===== config.mk =====
export PLATFORM = sky130hd
export DESIGN_NAME = alu_shift_ctrl
export DESIGN_NICKNAME = d
export VERILOG_FILES = /design/src/rtl/alu_pkg.sv /design/src/rtl/alu_shift_ctrl_rr_arb2.sv /design/src/rtl/alu_shift_ctrl.sv
export SDC_FILE = /design/constraint.sdc
export NUM_CORES = 1
export LEC_CHECK = 0
export ABC_CLOCK_PERIOD_IN_PS = 2500
export CAP_MARGIN = 10
export CORE_ASPECT_RATIO = 1.1
export CORE_MARGIN = 2
export CORE_UTILIZATION = 25
export DETAILED_ROUTE_END_ITERATION = 8
export GPL_TIMING_DRIVEN = 1
export SYNTH_ARGS = -nofsm -noshare
export SYNTH_HDL_FRONTEND = slang
export SYNTH_SLANG_ARGS = --single-unit
export TNS_END_PERCENT = 5

===== constraint.sdc =====
create_clock -name clk -period 2.5 [get_ports clk]
set_input_delay 0.5 -clock clk [delete_from_list [all_inputs] [get_ports clk]]
set_output_delay 0.5 -clock clk [all_outputs]
set_load 0.02 [all_outputs]

===== src/rtl/alu_pkg.sv =====
// Shared definitions for the ALU shift controller: FSM state encoding,
// shift direction and shift_unit function codes.
package alu_pkg;

    localparam int DATA_W_DEF = 16;
    localparam int AMT_W_DEF  = 4;

    typedef enum logic [1:0] {
        ST_IDLE  = 2'd0,
        ST_ISSUE = 2'd1,
        ST_WAIT  = 2'd2,
        ST_RESP  = 2'd3
    } state_t;

    localparam logic SHIFT_DIR_RIGHT = 1'b0;
    localparam logic SHIFT_DIR_LEFT  = 1'b1;

    // shift_unit function codes: MSB selects the operand port, LSB the direction
    localparam logic [1:0] FUNC_A_RIGHT = 2'b00;
    localparam logic [1:0] FUNC_A_LEFT  = 2'b01;
    localparam logic [1:0] FUNC_B_RIGHT = 2'b10;
    localparam logic [1:0] FUNC_B_LEFT  = 2'b11;

    function automatic logic [1:0] shift_func(input logic id, input logic dir);
        return {id, dir};
    endfunction

endpackage


===== src/rtl/alu_shift_ctrl_rr_arb2.sv =====
// Two-input round-robin arbiter: one-hot grant, last-winner pointer updated
// only when the grant is actually taken.
module rr_arb2 (
    input  logic       clk,
    input  logic       rst,
    input  logic [1:0] valid,
    input  logic       accept,
    output logic [1:0] grant
);

    logic last;

    // Grant the lone requester, or on a tie the one that did not win last.
    // NOTE: every always_comb output gets a default so no latch is inferred.
    always_comb begin
        grant = 2'b00;
        case (valid)
            2'b01:   grant = 2'b01;
            2'b10:   grant = 2'b10;
            2'b11:   grant = last ? 2'b01 : 2'b10;
            default: grant = 2'b00;
        endcase
    end

    // Remember the winner; starts at 1 so requester 0 wins the first tie.
    always_ff @(posedge clk or negedge rst) begin
        if (!rst)
            last <= 1'b1;
        else if (accept && (grant != 2'b00))
            last <= grant[1];
    end

endmodule


===== src/rtl/alu_shift_ctrl.sv =====
// Shares one single-bit shift_unit between two requesters and sequences
// multi-bit shifts as repeated ISSUE/WAIT steps.
// Optional feature: define ALU_SHIFT_CTRL_OVF_EN to enable the left-shift
// sign-overflow flag on rsp_ovf; otherwise rsp_ovf is tied low.
module alu_shift_ctrl
    import alu_pkg::*;
#(
    parameter int DATA_W   = DATA_W_DEF,
    parameter int AMT_W    = AMT_W_DEF,
    parameter int SU_OUT_W = DATA_W + 1
) (
    input  logic                clk,
    input  logic                rst,
    input  logic                req0_valid,
    output logic                req0_ready,
    input  logic [DATA_W-1:0]   req0_data,
    input  logic                req0_dir,
    input  logic [AMT_W-1:0]    req0_amt,
    input  logic                req1_valid,
    output logic                req1_ready,
    input  logic [DATA_W-1:0]   req1_data,
    input  logic                req1_dir,
    input  logic [AMT_W-1:0]    req1_amt,
    output logic                rsp_valid,
    input  logic                rsp_ready,
    output logic [DATA_W-1:0]   rsp_data,
    output logic                rsp_id,
    output logic                rsp_ovf,
    output logic                su_err,
    output logic                busy,
    output logic [DATA_W-1:0]   su_a,
    output logic [DATA_W-1:0]   su_b,
    output logic                su_enable,
    output logic [1:0]          su_func,
    input  logic [SU_OUT_W-1:0] su_out,
    input  logic                su_flag
);

    state_t            state;
    logic [DATA_W-1:0] cur;
    logic [AMT_W-1:0]  rem;
    logic              dir_q;
    logic              id_q;
    logic              err_q;
    logic              ovf;
    logic [1:0]        grant;
    logic              idle;
    logic              accept;
    logic              unused_su_msb;

    // The unit's extra output bit carries nothing this controller needs.
    assign unused_su_msb = ^su_out[SU_OUT_W-1:DATA_W];

    // Ready is held low while reset is asserted so every output reads 0.
    assign idle       = (state == ST_IDLE) && rst;
    assign req0_ready = idle && grant[0];
    assign req1_ready = idle && grant[1];
    assign accept     = idle && (grant != 2'b00);
    assign busy       = (state != ST_IDLE);
    assign su_err     = err_q;

    rr_arb2 u_arb (
        .clk    (clk),
        .rst    (rst),
        .valid  ({req1_valid, req0_valid}),
        .accept (accept),
        .grant  (grant)
    );

    // Main sequencer: accept, step the shift unit rem times, then respond.
    // NOTE: sequential state uses non-blocking assignments so all flops
    // update together at the edge, independent of statement order.
    always_ff @(posedge clk or negedge rst) begin
        if (!rst) begin
            state <= ST_IDLE;
            cur   <= '0;
            rem   <= '0;
            dir_q <= SHIFT_DIR_RIGHT;
            id_q  <= 1'b0;
            err_q <= 1'b0;
        end else begin
            case (state)
                ST_IDLE: begin
                    if (accept) begin
                        cur   <= grant[1] ? req1_data : req0_data;
                        dir_q <= grant[1] ? req1_dir  : req0_dir;
                        rem   <= grant[1] ? req1_amt  : req0_amt;
                        id_q  <= grant[1];
                        state <= ((grant[1] ? req1_amt : req0_amt) == '0) ? ST_RESP : ST_ISSUE;
                    end
                end
                ST_ISSUE: state <= ST_WAIT;
                ST_WAIT: begin
                    cur <= su_out[DATA_W-1:0];
                    if (!su_flag)
                        err_q <= 1'b1;
                    rem   <= rem - AMT_W'(1);
                    state <= (rem == AMT_W'(1)) ? ST_RESP : ST_ISSUE;
                end
                ST_RESP: begin
                    if (rsp_ready)
                        state <= ST_IDLE;
                end
                default: state <= ST_IDLE;
            endcase
        end
    end

`ifdef ALU_SHIFT_CTRL_OVF_EN
    logic ovf_q;

    // Sticky per transaction: any left step that changes the sign bit.
    always_ff @(posedge clk or negedge rst) begin
        if (!rst)
            ovf_q <= 1'b0;
        else if (accept)
            ovf_q <= 1'b0;
        else if ((state == ST_WAIT) && (dir_q == SHIFT_DIR_LEFT) &&
                 (su_out[DATA_W-1] != cur[DATA_W-1]))
            ovf_q <= 1'b1;
    end

    assign ovf = ovf_q;
`else
    assign ovf = 1'b0;
`endif

    // State decode for the shift-unit drive and the response channel.
    always_comb begin
        su_enable = 1'b0;
        su_func   = 2'b00;
        su_a      = '0;
        su_b      = '0;
        rsp_valid = 1'b0;
        rsp_data  = '0;
        rsp_id    = 1'b0;
        rsp_ovf   = 1'b0;
        case (state)
            ST_ISSUE: begin
                su_enable = 1'b1;
                su_func   = shift_func(id_q, dir_q);
                if (id_q) su_b = cur;
                else      su_a = cur;
            end
            ST_RESP: begin
                rsp_valid = 1'b1;
                rsp_data  = cur;
                rsp_id    = id_q;
                rsp_ovf   = ovf;
            end
            default: ;
        endcase
    end

endmodule


==> qor.yml <==
drt_pass1_iterations: 4
grt_pass1_vias: 2061
hold_viol_final: 0
start_util_pct: 25.8
status: "complete, no violations"
yosysMostFrequentCell: "nand2_1"
pre_cts_ws_ns: -0.0195
leakagePower_nw: 1.58
reg2reg_to: "cur[7]$_DFFE_PN0P_"
endpoint_kind: "output pin"
synthCells: 242
n_antenna_cell: 0
slew_viol_final: 0
grt_use_met1_pct: 19.6
clk_latency_ns: 0.27
tightest_slew_ns: 0.508
drtIter0Drc: 82
synth_area_um2: 1920
finalPower_mw: 3.31
antenna_found_initial: 0
final.setup.tns_ns: 0
synth-edff-count: 0
reg2reg_slack_ns: 0.69
async_flop_share_pct: 100
ant_nets: 0
clock_sinks: 26
cp-start-kind: "flop"
path_max_fanout: 16
clockBufferDepth: 2
finClkSkew_ns: 0.00270
synth_top_family_by_area: "simple AND/OR/NAND/NOR gates"
setup_violations: 0
coreArea_um2: 7430
worstPathArrival_ns: 1.88
reg2reg_depth: 6
fillers: 743
die_y_um: 95.9
ys_ff_latch: 26
postSynthAreaPerCell_um2: 7.93
synth_top_area_cell: "dfrtp_1"
hpwl_um: 5200
instances_no_fill: 449
hold-path-endpoint: "su_err$_DFFE_PN0P_"
wl_per_cell_um: 14.9
drive_gt1_share_pct: 7.46
hold_depth: 1
die-area_um2: 8390
synth.yosys.seq_area_share_pct: 34.0
worst_hold_startpoint: "su_err$_DFFE_PN0P_"
slew_headroom_pct: 66.1
finalNetCount: 430
synth_nets: 309
worstSetupPathType: "flop to output pin"
grt_util_all_layers_pct: 15.8
crit_path_start: "state[0]$_DFFE_PN0P_"
h-tree-depth: 1
rsz0062_at_grt: "no"
utilization_pct: 44.6
grt_remaining_overflow: 0
clkTransAtPathRegs_ns: 0.09
io_pins: 123
yosysWarnings: 0
fp.dieW_um: 87.5
hold_path.class: "flop to flop"
min_period_ns: 2.38
area_delta_synth_final_pct: 72.6
synth_xor_area_share_pct: 0
grt_max_degree: 33
via_count: 2195
netlist_top_cells_count: "nand2_1, and3_1, dfrtp_1"
multi_input_area_um2: 1130
via_per_inst: 4.89
drc: 0
powerDensity_nw_per_um2: 1000
cts_buffers: 3
cap_viol_max_count: 0
cts_root_buf: "clkbuf_8"
worst_slack_ns: 0.115
top_usage_layer: "met2"
tritoncts: "yes"
yosys-top-cells-area: "dfrtp_1, and3_1, nand2_1"
period_share_pct: 95.4
grt_pass1_wl_um: 10500
worstPathRequired_ns: 2.00
regArea_um2: 652
io_buffers: 120
synth_fa_ha_area_share_pct: 1.30
ys.flop_type: "dfrtp_1"
synth-simple-area-share_pct: 33.2
r2r_start: "state[0]$_DFFE_PN0P_"
routabilityCongestion: 0.744
globalRouteMet2Util_pct: 29.2
wirelength_um: 6680
fmax_mhz: 419
post_cts_buffers: 0
muxShareOfSynthArea_pct: 0.522
synth_top_area_share_pct: 32.6
peakVddDrop_mv: 0.349
synth_compound_area_share_pct: 23.2
met3_usage_pct: 1.80
dp_cells: 445
ys_types: 40
rows: 33
-- registers in the layout (all words and copies together), names as in the netlist --
register,count
su_err,1
cur,16
u_arb.last,1
state,2
rem,4
dir_q,1
id_q,1
-- metrics by stage --
step / cell area (µm²) / hold slack [ns]
final: 3310 / 0.488
after global placement: 3260 / 0.477
after global routing: 3310 / 0.526
after floorplan: 1920 / 0.204
after CTS: 3310 / 0.494
after detailed placement: 3260 / 0.473
-- repair_timing --
action,CTS,global route
setup endpoints to repair,17,17
hold buffers,0,0
resized for setup,2,3
-- routing by layer --
metal / vias to the layer above / part of all wire [%]
li1: 1092 / -
met1: 1030 / 43
met2: 67 / 52
met3: 6 / 4.3
met4: 0 / 1.1
met5: - / 0
-- final cells by class --
type | count | share of cell area [%]
Inverter | 6 | 0.680
Timing Repair Buffer | 138 | 40.8
Multi-Input combinational cell | 188 | 34.2
Tap cell | 87 | 3.29
Sequential cell | 26 | 19.7
Clock buffer | 4 | 1.36
-- power breakdown --
| group | switching, mW | internal [mW] | total, mW | leakage (nW) |
|---|---|---|---|---|
| Sequential | 0.187 | 0.639 | 0.826 | 0.307 |
| Combinational | 1.16 | 1.08 | 2.24 | 1.26 |
| Clock | 0.131 | 0.114 | 0.245 | 0.0228 |
-- how the worst max path moves through the flow --
| stage | to | slack (ns) | cells past startpoint |
|---|---|---|---|
| floorplan | req0_ready | 0.79 | 4 |
| global placement | req0_ready | -0.02 | 5 |
| detailed placement | req0_ready | -0.02 | 5 |
| CTS | req1_ready | 0.004 | 4 |
| global route | su_a[11] | 0.009 | 4 |
| finish | su_a[11] | 0.12 | 4 |
-- worst max-delay path: stages, from the launching register on --
cell             delay (ns)
dfrtp_1                0.40
nor2b_1                0.18
and2b_4                0.26
and2_1                 0.15
clkdlybuf4s50_1        0.62
-- logic make-up after synthesis --
group	after synthesis
AND/OR/NAND/NOR	127
AO/OA/AOI/OAI	57
buffers and inverters	28
flip-flops	26
adder cells (fa/ha/maj)	2
multiplexers	1
other	1
-- placed cells by master (no fill, tap or decap), types with 2 or more instances in the layout --
cell               n
and3_1            35
ha_1               2
nor2b_1            2
nand3_1            2
nor2_1            21
o41ai_1            2
a311oi_1          16
clkbuf_8           3
buf_4             17
inv_1              6
a21o_1            17
dfrtp_1           25
nand2_1           42
dlymetal6s2s_1     2
a31oi_1            2
clkdlybuf4s50_1  117
o21ai_0            3
and2_1            20
a21oi_1            5
Power figures use the tool's default switching activity.
